`config.mk`:
```
export PLATFORM = sky130hd
export DESIGN_NAME = fetch_unit_flat
export DESIGN_NICKNAME = d
export VERILOG_FILES = /design/src/rtl/fetch_unit_if.sv /design/src/rtl/fetch_unit.sv /design/src/flat_wrapper.sv
export SDC_FILE = /design/constraint.sdc
export NUM_CORES = 1
export LEC_CHECK = 0
export BUFFER_PORTS_ARGS = -buffer_cell sky130_fd_sc_hd__buf_2
export CAP_MARGIN = 15
export CORE_MARGIN = 8
export CORE_UTILIZATION = 40
export DETAILED_ROUTE_END_ITERATION = 7
export PLACE_DENSITY = 0.73
export SETUP_SLACK_MARGIN = 0.5
export SLEW_MARGIN = 20
export SYNTH_ARGS = -nofsm -noshare
export SYNTH_HDL_FRONTEND = slang
export SYNTH_SLANG_ARGS = --single-unit
```
`constraint.sdc`:
```
create_clock -name clk -period 3.01 [get_ports clk]
set_input_delay 0.4515 -clock clk [delete_from_list [all_inputs] [get_ports clk]]
set_output_delay 0.4515 -clock clk [all_outputs]
set_load 0.02 [all_outputs]
```
`src/rtl/fetch_unit_if.sv`:
```
// Fetch-stage bundle: instruction-memory read port plus the fetch/decode handoff.
// The master modport is the fetch unit's view; slave is the memory/decode side.
interface fetch_unit_if #(
    parameter int COUNT_W = 16
);
    logic               imem_req;
    logic [31:0]        imem_addr;
    logic               imem_ack;
    logic [31:0]        imem_rdata;
    logic [31:0]        i_fetch;
    logic [31:0]        pc;
    logic               i_valid;
    logic               i_ready;
    logic [31:0]        next_pc;
    logic [COUNT_W-1:0] fetch_count;
    logic               fetch_fault;

    modport master (
        output imem_req, imem_addr, i_fetch, pc, i_valid, fetch_count, fetch_fault,
        input  imem_ack, imem_rdata, i_ready, next_pc
    );

    modport slave (
        input  imem_req, imem_addr, i_fetch, pc, i_valid, fetch_count, fetch_fault,
        output imem_ack, imem_rdata, i_ready, next_pc
    );
endinterface

```
`src/rtl/fetch_unit.sv`:
```
// Non-pipelined instruction fetch: one word in flight, PC owned here, next PC from decode.
// Optional FETCH_ALIGN_CHECK_EN traps misaligned next_pc into a sticky fault state.
module fetch_unit #(
    parameter logic [31:0] RESET_PC = 32'h0000_0000,
    parameter int          COUNT_W  = 16
) (
    input  logic           clk,
    input  logic           reset,
    fetch_unit_if.master   bus
);
    typedef enum logic [1:0] {
        S_IDLE,
        S_WAIT,
        S_HOLD,
        S_FAULT
    } state_t;

    state_t             state, state_next;
    logic [31:0]        pc_q;
    logic [31:0]        fetch_q;
    logic [COUNT_W-1:0] count_q;
    logic               consume;
    logic               capture;
    logic               misaligned;
    logic [31:0]        pc_new;

    assign capture = (state == S_WAIT) && bus.imem_ack;
    assign consume = (state == S_HOLD) && bus.i_ready;

`ifdef FETCH_ALIGN_CHECK_EN
    assign misaligned = (bus.next_pc[1:0] != 2'b00);
    assign pc_new     = bus.next_pc;
`else
    logic unused_low_bits;
    assign unused_low_bits = ^bus.next_pc[1:0];
    assign misaligned      = 1'b0;
    assign pc_new          = {bus.next_pc[31:2], 2'b00};
`endif

    always_ff @(posedge clk or posedge reset) begin
        if (reset) begin
            state <= S_IDLE;
        end else begin
            state <= state_next;
        end
    end

    always_comb begin
        state_next = state;
        case (state)
            S_IDLE:  state_next = S_WAIT;
            S_WAIT:  if (capture) state_next = S_HOLD;
            S_HOLD:  if (consume) state_next = misaligned ? S_FAULT : S_WAIT;
            S_FAULT: state_next = S_FAULT;
            default: state_next = S_IDLE;
        endcase
    end

    always_ff @(posedge clk or posedge reset) begin
        if (reset) begin
            pc_q    <= RESET_PC;
            fetch_q <= '0;
            count_q <= '0;
        end else begin
            if (capture) begin
                fetch_q <= bus.imem_rdata;
            end
            if (consume) begin
                pc_q    <= pc_new;
                count_q <= count_q + COUNT_W'(1);
            end
        end
    end

    // Request/valid decode from state only, so reset drops imem_req asynchronously.
    assign bus.imem_req    = (state == S_WAIT);
    assign bus.imem_addr   = pc_q;
    assign bus.pc          = pc_q;
    assign bus.i_fetch     = fetch_q;
    assign bus.i_valid     = (state == S_HOLD);
    assign bus.fetch_count = count_q;
`ifdef FETCH_ALIGN_CHECK_EN
    assign bus.fetch_fault = (state == S_FAULT);
`else
    assign bus.fetch_fault = 1'b0;
`endif
endmodule

```
`src/flat_wrapper.sv`:
```
// flat-port wrapper written by rule: the top's interface ports become plain ports
module fetch_unit_flat 
#(
    parameter logic [31:0] RESET_PC = 32'h0000_0000,
    parameter int          COUNT_W  = 16
)
  (clk, reset, bus_imem_req, bus_imem_addr, bus_i_fetch, bus_pc, bus_i_valid, bus_fetch_count, bus_fetch_fault, bus_imem_ack, bus_imem_rdata, bus_i_ready, bus_next_pc);
  fetch_unit_if #(.COUNT_W(COUNT_W)) bus_i ();
  input  logic clk;
  input  logic reset;
  output wire logic [$bits(bus_i.imem_req)-1:0] bus_imem_req;
  output wire logic [$bits(bus_i.imem_addr)-1:0] bus_imem_addr;
  output wire logic [$bits(bus_i.i_fetch)-1:0] bus_i_fetch;
  output wire logic [$bits(bus_i.pc)-1:0] bus_pc;
  output wire logic [$bits(bus_i.i_valid)-1:0] bus_i_valid;
  output wire logic [$bits(bus_i.fetch_count)-1:0] bus_fetch_count;
  output wire logic [$bits(bus_i.fetch_fault)-1:0] bus_fetch_fault;
  input wire logic [$bits(bus_i.imem_ack)-1:0] bus_imem_ack;
  input wire logic [$bits(bus_i.imem_rdata)-1:0] bus_imem_rdata;
  input wire logic [$bits(bus_i.i_ready)-1:0] bus_i_ready;
  input wire logic [$bits(bus_i.next_pc)-1:0] bus_next_pc;
  assign bus_imem_req = bus_i.imem_req;
  assign bus_imem_addr = bus_i.imem_addr;
  assign bus_i_fetch = bus_i.i_fetch;
  assign bus_pc = bus_i.pc;
  assign bus_i_valid = bus_i.i_valid;
  assign bus_fetch_count = bus_i.fetch_count;
  assign bus_fetch_fault = bus_i.fetch_fault;
  assign bus_i.imem_ack = bus_imem_ack;
  assign bus_i.imem_rdata = bus_imem_rdata;
  assign bus_i.i_ready = bus_i_ready;
  assign bus_i.next_pc = bus_next_pc;
  fetch_unit #(.RESET_PC(RESET_PC), .COUNT_W(COUNT_W)) u_core (.clk(clk), .reset(reset), .bus(bus_i));
endmodule
```
==> results.txt <==
- Grt ovf: 0
- Setup repair after global routing missed its margin: no
- In the routed design, unresolved DRC markers number 0.
- Clock-pin slew was measured on the worst setup and hold paths at approximately 0.080 ns.
- Length of the first detailed-routing pass in iterations: 4
* Number of buffers inserted to repair setup after CTS: 0
- Peak clock frequency supported by timing: around 540 MHz
- Antenna violations before repair: 0
* Post-Route WL: 7.79 mm
- The congestion estimate from routability-driven global placement came to around 0.70.
* Netlist cell types: 23
- The clock net in this run drives a total of 80 sinks.
- The first global-routing pass estimated about 12 mm of wire.
- Number of max-cap violations: 0
* Relative contribution of combinational cells to total power: between 40% and 50%
- Worst setup path class: flip-flop to flip-flop
- In this run the worst hold path is classified as primary input to async pin.
- The worst setup path is captured at a flip-flop.
* CTS hold repair buffers: 0
* Pwr per Cell Area: 1130 nW/um2
- The number of hold violations in the final report is 0.
- Reg power frac: approximately 37%
* Critical path origin: u_core.state[0]
* Static power due to leakage: 2.31 nW
- In this run the horizontal extent of the chip is 108 um.
- Number of placed I/O pins: ~180
* TritonCTS Buffers: 9
* Buffer cell driving the clock tree root: clkbuf_8
* Number of nets in the layout: about 460
* Net Switching: a little under 2 mW
- The die is ~110 um tall.
- The synthesized netlist occupies a cell area of approximately 3400 um2.
- Of the synthesized area, sequential elements account for 59.7%.
- The number of pins with negative max-slew slack in the final report was 0.
- Clock network latency to the later pin of the worst-skew pair: between 0.3 and 0.4 ns
* Antenna cell count: 0
- Switching Share: between 40% and 50%
* Max-slew headroom: around 56%
* Clock group share of total power: approximately 18%
* Number of port buffers: ~180
- Fraction of final layout cells sized beyond drive strength 1: between 60% and 70%
* Post-detail-place hpwl: 6.15 mm
* Reg-to-reg slack, setup: 1.15 ns
- The worst-case IR drop observed on VDD is between 0.4 and 0.5 mV.
- Worst path required time: 3.23 ns
* R2r worst-path depth: 3
- The die covers 11600 um2.
* Final clock skew: between 0.007 and 0.008 ns
- Summing over every cut layer, the via total after detailed routing is 2283.
- The startpoint identified for the worst register-to-register timing path is u_core.state[0].
- Highest-count cells in the layout ignoring fill and taps: 175 x buf_2, 80 x dfrtp_1, 63 x mux2_2
- Count of antenna-violating nets left after detailed routing: 0
- The initial utilization of the core area, before any placement, comes to between 40% and 50%.
* Wirelength per Cell: around 16 um
- Final setup violation count: 0
* Worst-margin pin slew: about 0.66 ns
* Share of the cycle needed by the critical path after routing: 61.7%
- The average instance in the mapped netlist occupies approximately 14 um2.
- The biggest area contributor in the post-synthesis netlist is dfrtp_1.
- After synthesis the netlist holds a flip-flop and latch count of 80.
* Post-detailed-route via-to-cell ratio: between 4 and 5
- Vias in the first global route: approximately 2500
* TritonCTS clock tree: yes
- The top cell type by area accounts for between 50% and 60% of the synthesized area.
* Final sum of negative setup slack: 0 ns
- Core Box Area: roughly 8200 um2
- Run status: complete, no violations
* Synth area leaders: dfrtp_1 60%, mux2_2 21%, buf_4 7.8%, xnor2_1 2.4%, xor2_1 1.6%
- The longest clock path from root to sink contains 2 buffers.
- H-tree lvl count: 3
* End of the worst register-to-register path: u_core.bus.imem_addr[20]
- The first routing iteration left 53 violations.
* All-layer global routing usage: 13.2%
- Commonest non-fill, non-tap cell in the layout: buf_2
- CP Launch Type: flip-flop
- Cells fill 53.2% of the core in the end.
* Synth Instances: 235
* Count of standard-cell rows: 33
* Post-cts sizing count: 0
- Final critical delay including setup and external delays: around 1.9 ns
- Internal power comes to slightly below 3 mW.
- Syn-to-layout area delta: 29.7%
* Maximum fanout encountered on the critical timing path: 27
* Arrival time at the worst endpoint: roughly 2.1 ns
- Largest net degree at the start of global routing: 50
- Number of warning messages in the yosys log: 0
## sequential cells by signal (all words and copies together), names as in the netlist
register	flops
u_core.bus.imem_addr	30
u_core.bus.i_fetch	32
u_core.state	2
u_core.bus.fetch_count	16
## how the worst max path moves through the flow
stage	to	depth (start not counted)	slack, ns
2_1_floorplan	u_core.bus.fetch_count[0]	1	0.51
3_5_place_dp	u_core.bus.imem_addr[20]	4	1.02
6_report	u_core.bus.imem_addr[20]	3	1.15
4_1_cts	u_core.bus.imem_addr[19]	3	1.13
3_3_place_gp	u_core.bus.fetch_count[14]	5	1.03
5_1_grt	u_core.bus.fetch_count[14]	4	1.02
## cell families after synthesis
kind of cell / count (synthesis) / share of synthesized area (%)
simple gates: 26 / 4.82
other cells: 1 / 0.112
xor+xnor: 15 / 3.92
fa+ha+maj: 1 / 0.373
buf+inv: 46 / 9.34
mux: 63 / 21.2
flops: 80 / 59.7
compound gates: 3 / 0.523
## power by group through the flow
stage          clock [mW]  combinational (mW)  sequential [mW]
2_1_floorplan           0                1.17             2.34
3_5_place_dp            0                2.32             1.82
4_1_cts             0.896                2.32             1.80
6_report            0.861                2.26             1.80
5_1_grt             0.932                2.42             1.87
3_3_place_gp            0                2.28             1.78
## final cells by class
type | instances | area, um2
clock buffer | 12 | 155
inverter | 4 | 16.3
fill | 721 | 3830
sequential | 80 | 2000
multi-input combinational | 113 | 1050
timing repair buffer | 178 | 923
clock inverter | 3 | 65.1
tap | 105 | 131
## synthesized netlist by cell type
master	n
dfrtp_1	80
mux2_2	63
buf_4	35
xnor2_1	9
buf_2	7
xor2_1	6
nand4_1	5
inv_1	4
nor2_1	4
and4_1	3
nand2_1	3
nand3_1	3
a21oi_1	2
and3_1	2
and3b_1	1
conb_1	1
ha_1	1
nand2b_1	1
nand3b_1	1
nor2b_1	1
nor3_2	1
o21a_1	1
or3b_4	1
## worst max-delay path: stages (launching register included)
cell and delay [ns]:
dfrtp_1 0.41, and3b_2 0.66, buf_4 0.30, mux2_2 0.36
## layer usage
| layer | GRT usage (%) | wire length (um) | part of all wire, % | vias to the layer above |
|---|---|---|---|---|
| li1 | - | - | - | 1063 |
| met1 | 13.4 | 2790 | 36 | 1103 |
| met2 | 22.9 | 3970 | 51 | 107 |
| met3 | 5.99 | 932 | 12 | 10 |
| met4 | 5.65 | 99 | 1.3 | 0 |
| met5 | 0 | 0 | 0 | - |
## through the flow
stage	hold WS (ns)	power, mW	cells	area [um2]	setup slack [ns]
6_report	0.123	4.92	495	4350	1.15
2_1_floorplan	0.539	3.51	239	3370	0.507
5_1_grt	0.152	5.22	495	4350	1.02
3_5_place_dp	0.453	4.14	480	4130	1.02
3_3_place_gp	0.453	4.05	480	4130	1.03
4_1_cts	0.124	5.02	495	4350	1.13
Power figures use the tool's default switching activity.
